File: src/rtl/fir_coeff_bank.sv
// fir_coeff_bank: coefficient store for the FIR filter.
//
// The command decoder loads coefficient words one after another. The next
// free location is always mem[wr_cnt]. A clear command walks through every
// word and writes it to zero, one word per clock. The filter datapath reads
// a tap through a registered port, so read data appears one cycle after the
// address.
//
// Optional build macro: FIR_COEFF_SYMMETRIC_EN
//   Undefined: NTAPS stores are accepted, and rd_addr selects a word directly.
//   Defined:   only NTAPS/2 stores are accepted, and the upper half of the
//              tap range mirrors the lower half (linear-phase filter). The
//              clear sweep still zeroes all NTAPS words.
//
// Parameters: NTAPS (word count, power of two, >= 4), CW (word width),
//             AW (address width, log2(NTAPS))
// Ports:
//   clk       in   clock; every register updates on its rising edge
//   rst       in   asynchronous reset, active high
//   c_sto     in   one-cycle store strobe; coeff_in is sampled in that cycle
//   c_clr     in   one-cycle clear-all strobe
//   coeff_in  in   [CW-1:0] coefficient word to store
//   rd_addr   in   [AW-1:0] tap read address
//   rd_data   out  [CW-1:0] registered coefficient at rd_addr
//   busy      out  high while a clear sweep is in progress
//   full      out  high when every writable location has been loaded
//   err       out  sticky flag; set when a store is dropped
//   wr_cnt    out  [AW:0] number of words loaded since the last clear
//
// state    | meaning
// ---------+----------------------------------------------------
// IDLE     | accepting stores and clear commands
// CLEARING | zeroing mem[sweep_ptr], one word per cycle

module fir_coeff_bank #(
  parameter int NTAPS = 8,
  parameter int CW    = 16,
  parameter int AW    = 3
) (
  input  logic          clk,
  input  logic          rst,
  input  logic          c_sto,
  input  logic          c_clr,
  input  logic [CW-1:0] coeff_in,
  input  logic [AW-1:0] rd_addr,
  output logic [CW-1:0] rd_data,
  output logic          busy,
  output logic          full,
  output logic          err,
  output logic [AW:0]   wr_cnt
);

  typedef enum logic {IDLE, CLEARING} state_t;

  localparam logic [AW-1:0] LAST_ADDR = AW'(NTAPS - 1);
`ifdef FIR_COEFF_SYMMETRIC_EN
  localparam logic [AW:0]   CAP       = (AW+1)'(NTAPS / 2);
  localparam logic [AW-1:0] HALF_ADDR = AW'(NTAPS / 2);
`else
  localparam logic [AW:0]   CAP       = (AW+1)'(NTAPS);
`endif

  state_t        state_q, state_d;
  logic [AW:0]   wr_cnt_q, wr_cnt_d;
  logic [AW-1:0] sweep_q, sweep_d;
  logic          err_q, err_d;

  logic          mem_we;
  logic [AW-1:0] mem_waddr;
  logic [CW-1:0] mem_wdata;
  logic [AW-1:0] rd_eff;

  logic [CW-1:0] mem [NTAPS];

  // wr_cnt stops at CAP, so full stays up until a clear and the count never wraps.
  assign full   = (wr_cnt_q == CAP);
  assign busy   = (state_q == CLEARING);
  assign err    = err_q;
  assign wr_cnt = wr_cnt_q;

  always_ff @(posedge clk or posedge rst) begin
    if (rst) begin
      state_q  <= IDLE;
      wr_cnt_q <= '0;
      sweep_q  <= '0;
      err_q    <= 1'b0;
    end else begin
      state_q  <= state_d;
      wr_cnt_q <= wr_cnt_d;
      sweep_q  <= sweep_d;
      err_q    <= err_d;
    end
  end

  always_comb begin
    state_d   = state_q;
    wr_cnt_d  = wr_cnt_q;
    sweep_d   = sweep_q;
    err_d     = err_q;
    mem_we    = 1'b0;
    mem_waddr = wr_cnt_q[AW-1:0];
    mem_wdata = coeff_in;
    case (state_q)
      IDLE: begin
        // A clear command takes priority, and a store in the same cycle is ignored.
        if (c_clr) begin
          state_d = CLEARING;
          sweep_d = '0;
        end else if (c_sto) begin
          if (full) begin
            err_d = 1'b1;
          end else begin
            mem_we   = 1'b1;
            wr_cnt_d = wr_cnt_q + (AW+1)'(1);
          end
        end
      end
      CLEARING: begin
        mem_we    = 1'b1;
        mem_waddr = sweep_q;
        mem_wdata = '0;
        sweep_d   = sweep_q + AW'(1);
        if (c_sto) err_d = 1'b1;
        // The cycle that clears the last word ends the sweep.
        // A store in that same cycle is dropped, and err still ends at 0.
        if (sweep_q == LAST_ADDR) begin
          state_d  = IDLE;
          wr_cnt_d = '0;
          err_d    = 1'b0;
        end
      end
      default: state_d = IDLE;
    endcase
  end

  always_ff @(posedge clk) begin
    if (mem_we) mem[mem_waddr] <= mem_wdata;
  end

`ifdef FIR_COEFF_SYMMETRIC_EN
  // Taps in the upper half read their mirror image in the lower half.
  assign rd_eff = (rd_addr >= HALF_ADDR) ? (LAST_ADDR - rd_addr) : rd_addr;
`else
  assign rd_eff = rd_addr;
`endif

  // The memory write above also takes effect on this edge.
  // A read and a write to the same word in one cycle therefore returns the old data.
  always_ff @(posedge clk or posedge rst) begin
    if (rst) rd_data <= '0;
    else     rd_data <= mem[rd_eff];
  end

endmodule

File: config.mk
export PLATFORM = sky130hd
export DESIGN_NAME = fir_coeff_bank
export DESIGN_NICKNAME = d
export VERILOG_FILES = /design/src/rtl/fir_coeff_bank.sv
export SDC_FILE = /design/constraint.sdc
export NUM_CORES = 1
export LEC_CHECK = 0
export ABC_AREA = 1
export BUFFER_PORTS_ARGS = -buffer_cell sky130_fd_sc_hd__buf_2
export CAP_MARGIN = 30
export CORE_MARGIN = 2
export CORE_UTILIZATION = 65
export CTS_CLUSTER_SIZE = 25
export DETAILED_ROUTE_END_ITERATION = 10
export PLACE_DENSITY = 0.81
export SLEW_MARGIN = 20
export SYNTH_ARGS = -nofsm -noshare
export SYNTH_HDL_FRONTEND = slang
export SYNTH_SLANG_ARGS = --single-unit
File: constraint.sdc
create_clock -name clk -period 3.63 [get_ports clk]
set_clock_uncertainty 0.15 [all_clocks]
set_input_delay 0.9075 -clock clk [delete_from_list [all_inputs] [get_ports clk]]
set_output_delay 0.9075 -clock clk [all_outputs]
set_load 0.01 [all_outputs]
* Word-level counts from Yosys, hierarchy flattened
Memories as Yosys holds them, arrays and structs flattened. A register that Yosys moved wholly into a read port is not among the register bits.
Cells that the tools add are included.
** Word-level totals
- Register bits :: 9
- Bits in latches :: 0
- RAM bits :: 128
- ROM bits :: 0
- Output and inout bits :: 23
- Word-level logic and storage cells :: 43
- Memories :: 1
** Cells by class
- Add/subtract/negate cells :: 2
- Multipliers :: 0
- Divide/modulo/power cells :: 0
- $lt $le $gt $ge :: 0
- Equality and inequality tests :: 9
- Shifts and indexed selects :: 0
- Multiplexer cells :: 24
- Bitwise gates (word level) :: 1
- Reductions and logical operators :: 2
** Memory list
- mem :: depth 8, bits a word 16, read ports 1, clocked after Yosys merged registers in 1, write ports 1, RTL line 73 : logic [CW-1:0] mem [NTAPS];
** Operators by type and width (count)
- 16-bit two-way mux :: 1
- 4-bit two-way mux :: 4
- 1-bit two-way mux :: 12
- 2-bit inequality test, second input constant :: 5
- 4-bit case mux with 2 select lines :: 1
- 4-bit AND reduction :: 2
- 3-bit two-way mux :: 2
- 1-bit case mux with 2 select lines :: 3
- 3-bit case mux with 2 select lines :: 1
- 4-bit by 1-bit adder with 4-bit output, second input constant :: 1
- 4-bit equality test, second input constant :: 1
- 3-bit by 1-bit adder with 3-bit output, second input constant :: 1
- 3-bit equality test, second input constant :: 1
- 3-bit by 2-bit inequality test with 1-bit output, second input constant :: 1
- 2-bit by 1-bit inequality test with 1-bit output, second input constant :: 1
- 1-bit NOT :: 1

* Longest topological paths before layout
Gate-level depths: netlist of the first run.
- Depth after elaboration :: 7
- Gate-level depth with buffers :: 8

* Worst setup path after synthesis of the first run
Ideal clock, no wire load.
- Path type :: in2reg
- Start :: in c_sto
- End :: mem mem[7][0] (enable)
- Setup time :: 0.388 ns
- Arrival :: 1.995 ns
- Path slack :: 1.096 ns
- Cell stages on the path :: 6
- Path buffers :: 0
- Cell sequence :: inv_1 nor2_1 nand2_1 nand2_1 nand2_1 nor2_1
** Between the ends
- Longest elaborated chain between the ends :: 5
** RTL lines
- start: declaration :: RTL line 42 : input logic c_sto,
- 1-bit two-way mux :: RTL line 109 : end else if (c_sto) begin
- 1-bit two-way mux :: RTL line 106 : if (c_clr) begin
- 1-bit case mux with 2 select lines :: RTL line 103 : case (state_q)
- 1-bit two-way mux :: RTL line 137 : if (mem_we) mem[mem_waddr] <= mem_wdata;
- 1-bit two-way mux (not written as such) :: RTL line 137
- end: declaration :: RTL line 73
No other way between the ends.

* Worst setup path after layout of the first run
- Start :: reg state_q, in the netlist busy
- End :: out busy
** RTL lines
- start: declaration :: RTL line 63 : state_t state_q, state_d;
- start signal: assignment :: RTL line 88 : state_q <= state_d;
- end: declaration :: RTL line 47 : output logic busy,
No word-level cell between the ends.

==> qor.txt, run 1 <==
Synth Area in Simple Gates -> 21.08%
clk root buf -> clkbuf_8
Max clock buf depth -> 2
Avg Cell Area, Syn -> 9.847 um^2
FMAX -> 365.0 MHz
CTS tree -> yes
PD cells -> 810.9 nW/um^2
post-synth top area cell -> edfxtp_1
per-cell routed wire length -> 15.81 um
setup TNS -> 0 ns
VDD IR max -> 0.7378 mV
Antenna Nets Post-Route -> 0
Hold WC Path Type -> input port to async pin
status -> completed
die footprint -> 11080 um^2
fillers -> 624
Commonest cells post-synth -> 266 x nand2_1, 131 x inv_1, 128 x edfxtp_1
Die H -> 105.3 um
critical path's slowest cell -> dfrtp_1
WP depth -> 2
CP delay by family, top -> flip-flops
H-tree levels -> 4
I/O Buffers -> 45
DRT iter0 DRCs -> 449
Design Area, Final -> 7574 um^2
Crit. End Element -> primary output
post-synthesis compound-gate area fraction -> 0.6381%
Final Total Pwr -> 6141 uW
R2R depth -> 6
Synth async-reset ratio -> 16.34%
layout cell share with drive strength beyond 1 -> 12.33%
Final setup violation count -> 0
syn_nets -> 704
Initial Util -> 67.58%
Post-CTS Setup Bufs -> 0
P&R area growth vs syn -> 13.61%
largest family of logic cells by synthesized area -> simple AND/OR/NAND/NOR gates
DP Area -> 6998 um^2
CTS Hold Buffers Added -> 0
chip width -> 105.3 um
Post-synth EDFFs -> 128
period utilization -> 75.47%
FP Rows -> 36
fin crit period -> 2.740 ns
Setup CP Type -> flop to primary output
# IOs -> 46
Critical Path AT -> 1.68 ns
CP required -> 2.57 ns
multiplexer share of the synthesized area -> 0%
Global Route Usage Sum -> 26.93%
Residual DRC -> 0
most numerous cell in the Yosys netlist -> nand2_1
Syn. warnings -> 0
Synth area leaders -> edfxtp_1 58%, nand2_1 15%, dfrtp_1 9.4%
Seq/Total Area, Yosys -> 67.04%
type of origin of the critical path -> flop
crit path cell chain -> buf_4 > buf_2
adder-cell area share of the yosys netlist -> 0.7508%
CP max FO -> 19
CTS buffer count -> 17
max cap viols -> 0
Final Hold Viols -> 0
total core area -> 9864 um^2
GRT overflow -> 0
CTS Sinks -> 153
GPL Wtd Cong -> 0.7969
Nets -> 760
Post-Syn Instances -> 677
Synth cell types -> 18
Total Wirelength -> 13.90 mm
diodes inserted -> 0
max incr delay on CP -> 0.62 ns
Slew @ Worst Pin -> 0.7612 ns
Clock transition at path regs -> 0.06 ns
pin count of the biggest net entering global routing -> 65
post-synthesis xor/xnor area fraction -> 0.1314%
setup repair after global routing missed its margin -> no
register bit total from synthesis -> 153
DRT Pass-1 Iters -> 5
Synth top area share -> 57.66%
LEAKAGE -> 0.003689 uW
PostCTS Resize Cnt -> 0
DR vias/cell -> 5.195
Via Count -> 4566
vias in the first global route -> 4493
post-layout util -> 76.78%
Max Transition Viols Final -> 0
area of the mapped netlist -> 6666 um^2
initial antenna violation count -> 0
first-pass GRT wire length -> 22.45 mm
clk_lat worst skew -> 0.53 ns
worst path bufs/invs -> 2
Synth Flop Type -> edfxtp_1
hpwl dp -> 7.925 mm
Relative slew margins -> 49.20%
## power breakdown
group / internal (uW) / switching [uW] / total [uW]
sequential: 2740 / 187 / 2930
combinational: 413 / 1080 / 1490
clock: 1040 / 675 / 1720
## per-stage QoR
step | setup WS, ns | hold slack (ns) | cells
finish | 0.8905 | 0.2981 | 879
CTS | 0.8868 | 0.2959 | 879
global placement | 1.145 | 0.3071 | 847
global route | 0.7992 | 0.3129 | 879
floorplan | 1.096 | 0.3248 | 677
detailed placement | 1.029 | 0.3360 | 847
## cell usage in the layout, fill, tap and decap left out, types with 2 or more instances in the layout
| cell type | instances |
|---|---|
| nand3_1 | 57 |
| clkbuf_1 | 3 |
| bufinv_16 | 3 |
| a21oi_1 | 2 |
| o21ai_0 | 5 |
| nor2_1 | 27 |
| dfrtp_1 | 25 |
| ha_1 | 4 |
| buf_2 | 45 |
| inv_1 | 131 |
| buf_4 | 18 |
| clkbuf_16 | 16 |
| nand2_1 | 266 |
| clkinvlp_4 | 5 |
| edfxtp_1 | 128 |
| nand4_1 | 2 |
| clkinv_2 | 2 |
## state kept, by name, summed over array words and instances, names as in the netlist
name,count
rd_data,16
wr_cnt,4
mem,128
err,1
sweep_q,3
busy,1
## logic make-up after synthesis
| family | Yosys count |
|---|---|
| xor+xnor | 1 |
| fa+ha+maj | 4 |
| buf+inv | 158 |
| simple gates | 353 |
| flops | 153 |
| compound gates | 8 |
## worst reg2reg max path: stages, from the launching register on
cell and delay [ns]:
dfrtp_1 0.62, buf_4 0.35, nand2_1 0.09, o21ai_0 0.13, nand2_1 0.13, nor2_1 0.38, buf_4 0.30
## cell type report
| cell class | count | area (um^2) | area share [%] |
|---|---|---|---|
| Clock buffer | 20 | 425.4 | 5.617 |
| Sequential cell | 153 | 4469 | 59.01 |
| Tap cell | 133 | 166.4 | 2.197 |
| Clock inverter | 12 | 150.1 | 1.982 |
| Inverter | 132 | 495.5 | 6.542 |
| Timing Repair Buffer | 63 | 360.3 | 4.758 |
| Multi-Input combinational cell | 366 | 1506 | 19.89 |
## metal layers
layer  track usage [%]  wire [um]
met5                 0          0
met4             11.43        293
met3             5.690        858
met2             44.84       7147
met1             34.46       5596
## path summary, 6_finish.rpt
check / startpoint / slack (ns) / to
worst max-delay path: busy$_DFF_PP0_ / 0.89 / busy
max in group asynchronous: rst / 2.75 / rd_data[14]$_DFF_PP0_
worst min register to register: err$_DFFE_PP0P_ / 0.35 / err$_DFFE_PP0P_
min in group clk: err$_DFFE_PP0P_ / 0.35 / err$_DFFE_PP0P_
worst max register to register: busy$_DFF_PP0_ / 1.18 / mem[4][2]$_DFFE_PP_
worst min-delay path: rst / 0.30 / rd_data[2]$_DFF_PP0_
No activity file was read; power rests on OpenSTA's default activity.
==> inputs of run 2 (changes only) <==
--- a/config.mk
+++ b/config.mk
@@ -9,10 +9,10 @@
 export BUFFER_PORTS_ARGS = -buffer_cell sky130_fd_sc_hd__buf_2
 export CAP_MARGIN = 30
 export CORE_MARGIN = 2
-export CORE_UTILIZATION = 65
+export CORE_UTILIZATION = 54
 export CTS_CLUSTER_SIZE = 25
 export DETAILED_ROUTE_END_ITERATION = 10
-export PLACE_DENSITY = 0.81
+export PLACE_DENSITY = 0.71
 export SLEW_MARGIN = 20
 export SYNTH_ARGS = -nofsm -noshare
 export SYNTH_HDL_FRONTEND = slang
==> constraint.sdc (replaced) <==
create_clock -name clk -period 2.5 [get_ports clk]
set_clock_uncertainty 0.15 [all_clocks]
set_input_delay 0.625 -clock clk [delete_from_list [all_inputs] [get_ports clk]]
set_output_delay 0.625 -clock clk [all_outputs]
set_load 0.01 [all_outputs]
==> qor.txt, run 2 (synthesis gave the netlist of run 1 again) <==
Hold WC Path Type -> input port to async pin
Met3 Routed Length -> 1.093 mm (+27%)
fin worst setup slack -> 0.2231 ns (-0.6674 ns)
commonest non-fill, non-tap cell in the layout -> nand2_1
DRT Pass-1 Iters -> 7 (+2)
Via Count -> 4499 (-1.5%)
hpwl dp -> 9.005 mm (+14%)
vias in the first global route -> 4379 (-2.5%)
top routing layer in use -> met4
# IOs -> 46 (unchanged)
first-pass GRT wire length -> 22.24 mm (-0.95%)
diodes inserted -> 0 (unchanged)
CTS tree -> yes
post-layout util -> 64.76% (-12 points)
M1 WL -> 6.043 mm (+8.0%)
Relative slew margins -> 51.87% (+2.7 points)
Die H -> 115.1 um (+9.3%)
pin count of the biggest net entering global routing -> 65 (unchanged)
Max clock buf depth -> 2 (unchanged)
fin crit period -> 2.277 ns
max cap viols -> 0 (unchanged)
DRT iter0 DRCs -> 447 (-0.45%)
Layout Cells excl Fill -> 906 (+3.1%)
CTS Sinks -> 153 (unchanged)
type of origin of the critical path -> flop
Min Hold Slack -> 0.1159 ns (-0.1822 ns)
Post-CTS Setup Bufs -> 0 (unchanged)
Final Hold Viols -> 0 (unchanged)
Total Wirelength -> 13.91 mm (+0.14%)
Global Route Usage Sum -> 22.55% (-4.4 points)
met2 wire len -> 6.562 mm (-8.2%)
Clock transition at path regs -> 0.06 ns (about the same)
DR vias/cell -> 4.966 (-4.4%)
I/O Buffers -> 45 (unchanged)
Largest register FFs -> 128 (unchanged)
cell count after placement -> 875 (+3.3%)
period utilization -> 91.07%
layout cell share with drive strength beyond 1 -> 13.97% (+1.6 points)
PostCTS Resize Cnt -> 0 (unchanged)
Nets -> 774 (+1.8%)
setup TNS -> 0 ns (unchanged)
FP Rows -> 40 (+11%)
Slew @ Worst Pin -> 0.7193 ns (-0.04190 ns)
H-tree levels -> 4 (unchanged)
Residual DRC -> 0 (unchanged)
PD cells -> 1182 nW/um^2 (+46%)
Largest Register -> mem
GRT overflow -> 0 (unchanged)
CP max FO -> 7 (-12)
initial antenna violation count -> 0 (unchanged)
Max Transition Viols Final -> 0 (unchanged)
VDD IR max -> 0.8928 mV (+21%)
clk_lat worst skew -> 0.42 ns (-0.11 ns)
Initial Util -> 55.50% (-12 points)
Final setup violation count -> 0 (unchanged)
status -> completed
CTS Hold Buffers Added -> 0 (unchanged)
Setup WS pre-CTS -> 0.4372 ns (-0.5922 ns)
Setup CP Type -> flop to primary output
total core area -> 12010 um^2 (+22%)
Critical Path AT -> 1.50 ns (-0.18 ns)
Crit. End Element -> primary output
commonest cells after routing, fill and taps aside -> 266 x nand2_1, 131 x inv_1, 128 x edfxtp_1
LEAKAGE -> 0.003807 uW (+3.2%)
GPL Wtd Cong -> 0.8914 (+12%)
setup repair after global routing missed its margin -> no
Antenna Nets Post-Route -> 0 (unchanged)
FMAX -> 439.2 MHz
clk root buf -> clkbuf_16
per-cell routed wire length -> 15.36 um (-2.8%)
CP required -> 1.73 ns (-0.84 ns)
die footprint -> 13250 um^2 (+20%)
chip width -> 115.1 um (+9.3%)
CTS buffer count -> 17 (unchanged)
P&R area growth vs syn -> 16.69%
run 2: metal layers:
metal,GRT usage [%],vias to the layer above
li1,-,2235
met5,0,-
met4,7.390,0
met3,5.746,22
met1,31.69,2065
met2,34.86,177
run 2: report_power, final:
part | leakage [uW] | total (uW) | internal [uW] | switching [uW]
clock | 0.000301 | 2720 | 1760 | 962
sequential | 0.00151 | 4240 | 3980 | 267
combinational | 0.00199 | 2220 | 695 | 1530
run 2: area by class of cell:
class | count | area (um^2)
fill | 942 | 4233
clock inverter | 12 | 200.2
multi-input combinational | 366 | 1506
clock buffer | 19 | 432.9
sequential | 153 | 4469
tap | 147 | 183.9
inverter | 132 | 495.5
timing repair buffer | 77 | 490.5
run 2: critical path, stage by stage, from the launching register on:
cell and delay (ns):
dfrtp_1 0.48, inv_1 0.08, ha_1 0.19, nand3_1 0.14
inv_1 0.07, buf_2 0.14
run 2: final timing paths:
kind                                  startpoint                     end  slack, ns  cells after the start
max reg2reg                wr_cnt[1]$_DFFE_PP0P_    mem[5][11]$_DFFE_PP_       0.44                      8
min in group clk                 err$_DFFE_PP0P_         err$_DFFE_PP0P_       0.34                      2
min                                          rst    rd_data[4]$_DFF_PP0_       0.12                      3
max                        wr_cnt[1]$_DFFE_PP0P_                    full       0.22                      5
min reg2reg                      err$_DFFE_PP0P_         err$_DFFE_PP0P_       0.34                      2
max in group asynchronous                    rst  sweep_q[2]$_DFFE_PP0P_       1.80                      3
run 2: through the flow:
stage | cell area [um^2] | total power (uW)
2_1_floorplan | 6666 | 5596
3_3_place_gp | 7146 | 6417
3_5_place_dp | 7146 | 6501
4_1_cts | 7779 | 9236
5_1_grt | 7779 | 9695
6_report | 7779 | 9191
==> inputs of run 3 (changes only) <==
--- a/config.mk
+++ b/config.mk
@@ -5,14 +5,13 @@
 export SDC_FILE = /design/constraint.sdc
 export NUM_CORES = 1
 export LEC_CHECK = 0
-export ABC_AREA = 1
 export BUFFER_PORTS_ARGS = -buffer_cell sky130_fd_sc_hd__buf_2
 export CAP_MARGIN = 30
 export CORE_MARGIN = 2
-export CORE_UTILIZATION = 54
+export CORE_UTILIZATION = 53
 export CTS_CLUSTER_SIZE = 25
 export DETAILED_ROUTE_END_ITERATION = 10
-export PLACE_DENSITY = 0.71
+export PLACE_DENSITY = 0.7
 export SLEW_MARGIN = 20
 export SYNTH_ARGS = -nofsm -noshare
 export SYNTH_HDL_FRONTEND = slang
==> qor.txt, run 3 <==
register bit total from synthesis -> 153 (unchanged)
DR vias/cell -> 5.698 (+15%)
CTS tree -> yes
GRT overflow -> 0 (unchanged)
fillers -> 798 (-15%)
post-synthesis xor/xnor area fraction -> 0% (-0.13 points)
Total Wirelength -> 10.93 mm (-21%)
setup TNS -> 0 ns (unchanged)
period utilization -> 92.54% (+1.5 points)
CP required -> 1.73 ns (about the same)
CTS Hold Buffers Added -> 0 (unchanged)
Reg area -> 4471 um^2 (about the same)
Synth cell types -> 30 (+12)
status -> completed
Reg2Reg Setup Slack -> 0.43 ns (about the same)
max cap viols -> 0 (unchanged)
Crit. End Element -> primary output
cell count after placement -> 488 (-44%)
diodes inserted -> 0 (unchanged)
Design Area, Final -> 7123 um^2 (-8.4%)
Avg Cell Area, Syn -> 20.59 um^2 (+110%)
commonest cells after routing, fill and taps aside -> 128 x edfxtp_1, 45 x buf_2, 25 x mux4_1
I/O Buffers -> 45 (unchanged)
most numerous cell in the Yosys netlist -> edfxtp_1
commonest non-fill, non-tap cell in the layout -> edfxtp_1
GPL Wtd Cong -> 0.7046 (-21%)
combinational fraction of design power -> 20.2% (-4.0 points)
PD cells -> 1112 nW/um^2 (-5.9%)
Post-CTS Setup Bufs -> 0 (unchanged)
max incr delay on CP -> 0.46 ns (-0.02 ns)
Synth async-reset ratio -> 16.34% (unchanged)
critical path's slowest cell -> dfrtp_2
Clock transition at path regs -> 0.06 ns (about the same)
layout cell share with drive strength beyond 1 -> 31.30% (+17 points)
post-synthesis compound-gate area fraction -> 1.757% (+1.1 points)
Relative slew margins -> 60.82% (+8.9 points)
P&R area growth vs syn -> 17.65%
post-synth top area cell -> edfxtp_1
area occupied by multi-input gates -> 1475 um^2 (-2.1%)
# IOs -> 46 (unchanged)
initial antenna violation count -> 0 (unchanged)
DP Area -> 6559 um^2 (-8.2%)
H-tree levels -> 4 (unchanged)
Max clock buf depth -> 2 (unchanged)
per-cell routed wire length -> 21.02 um (+37%)
Final Hold Viols -> 0 (unchanged)
Nets -> 391 (-49%)
Synth Area in Simple Gates -> 4.484% (-17 points)
vias in the first global route -> 3096 (-29%)
Post-synth EDFFs -> 128 (unchanged)
Final Total Pwr -> 7917 uW (-14%)
LEAKAGE -> 0.002637 uW (-31%)
PostCTS Resize Cnt -> 0 (unchanged)
hpwl dp -> 6.318 mm (-30%)
DRT Pass-1 Iters -> 4 (-3)
FP Rows -> 39 (-2.5%)
fin crit period -> 2.314 ns (+0.03669 ns)
Layout Cells excl Fill -> 520 (-43%)
power share of the sequential group -> 49.3% (+3.1 points)
Hold WC Path Type -> input port to async pin
VDD IR max -> 0.7396 mV (-17%)
Net Sw Frac -> 27.00% (-3.0 points)
Initial Util -> 53.71% (-1.8 points)
Largest register FFs -> 128 (unchanged)
Commonest cells post-synth -> 128 x edfxtp_1, 25 x dfrtp_1, 25 x mux4_1
Max Transition Viols Final -> 0 (unchanged)
Critical Path AT -> 1.54 ns (+0.04 ns)
total core area -> 11270 um^2 (-6.2%)
internal power -> 5780 uW (-10%)
chip width -> 110.9 um (-3.7%)
post-layout util -> 63.19% (-1.6 points)
setup repair after global routing missed its margin -> no
clk root buf -> clkbuf_16
clk_lat worst skew -> 0.42 ns (about the same)
Switch Pwr -> 2138 uW (-22%)
die footprint -> 12290 um^2 (-7.2%)
pin count of the biggest net entering global routing -> 33 (-49%)
area of the mapped netlist -> 6055 um^2 (-9.2%)
largest family of logic cells by synthesized area -> multiplexers
DRT iter0 DRCs -> 143 (-68%)
Antenna Nets Post-Route -> 0 (unchanged)
CTS buffer count -> 17 (unchanged)
multiplexer share of the synthesized area -> 17.30% (+17 points)
CTS Sinks -> 153 (unchanged)
Final setup violation count -> 0 (unchanged)
crit path cell chain -> inv_1 > ha_1 > and3b_1 > buf_2
Die H -> 110.9 um (-3.7%)
Syn. warnings -> 0 (unchanged)
Via Count -> 2963 (-34%)
CP max FO -> 8 (+1)
syn_nets -> 321 (-54%)
Setup CP Type -> flop to primary output
type of origin of the critical path -> flop
Residual DRC -> 0 (unchanged)
Seq/Total Area, Yosys -> 73.82% (+6.8 points)
Largest Register -> mem
clock network fraction of total power -> 30.5% (+0.9 points)
R2R depth -> 6 (-2)
first-pass GRT wire length -> 17.16 mm (-23%)
Slew @ Worst Pin -> 0.5865 ns (-0.1328 ns)
adder-cell area share of the yosys netlist -> 0.8266% (+0.076 points)
Synth area leaders -> edfxtp_1 63%, mux4_1 11%, dfrtp_1 10%
FMAX -> 432.2 MHz (-1.6%)
Global Route Usage Sum -> 19.40% (-3.2 points)
Post-Syn Instances -> 294 (-57%)
Synth Flop Type -> edfxtp_1
Synth top area share -> 63.48% (+5.8 points)
-- run 3: cell type report --
| cell class | count | share of cell area (%) |
|---|---|---|
| clock buffer | 19 | 6.078 |
| clock inverter | 13 | 1.827 |
| inverter | 6 | 0.3162 |
| multi-input combinational | 121 | 20.71 |
| sequential | 153 | 62.76 |
| tap | 143 | 2.512 |
| timing repair buffer | 65 | 5.797 |
-- run 3: critical path, delay by kind of cell, from the launching register on --
kind,cells,cell delay [ns]
buffers and inverters,2,0.27
DFF,1,0.46
adders and majority gates,1,0.16
and+or+nand+nor,1,0.24
-- run 3: logic make-up (layout without fill, tap and decap cells) --
kind of cell | after synthesis | in the layout
DFF | 153 | 153
muxes | 53 | 53
and+or+nand+nor | 49 | 49
buffers and inverters | 20 | 103
AOI/OAI and AO/OA | 15 | 15
adders and majority gates | 4 | 4
-- run 3: stage by stage --
stage          setup slack, ns  hold WS (ns)
2_1_floorplan           0.1978        0.3423
3_3_place_gp            0.3683        0.3945
3_5_place_dp            0.3594        0.3966
4_1_cts                0.08619        0.1321
5_1_grt                0.06470        0.1709
6_report                0.1864        0.1359
-- run 3: layer usage --
| layer | up-vias | track usage (%) | wire [um] |
|---|---|---|---|
| met4 | 0 | 7.083 | 130 |
| met2 | 62 | 31.49 | 5545 |
| met3 | 11 | 5.741 | 402 |
| li1 | 1340 | - | - |
| met5 | - | 0 | 0 |
| met1 | 1550 | 25.26 | 4853 |
-- run 3: worst paths after layout --
check / startpoint / end
setup / recovery: wr_cnt[1]$_DFFE_PP0P_ / full
hold / removal: rst / err$_DFFE_PP0P_
setup reg to reg: wr_cnt[0]$_DFFE_PP0P_ / mem[3][11]$_DFFE_PP_
hold reg to reg: sweep_q[0]$_DFFE_PP0P_ / sweep_q[0]$_DFFE_PP0P_
max in group asynchronous: rst / wr_cnt[1]$_DFFE_PP0P_
min in group clk: c_clr / sweep_q[1]$_DFFE_PP0P_
-- run 3: power by group through the flow --
stage          combinational, uW  clock [uW]  sequential (uW)
3_5_place_dp                1610           0             3950
3_3_place_gp                1580           0             3900
2_1_floorplan                931           0             3920
6_report                    1600        2410             3900
4_1_cts                     1630        2460             3910
5_1_grt                     1750        2560             3970
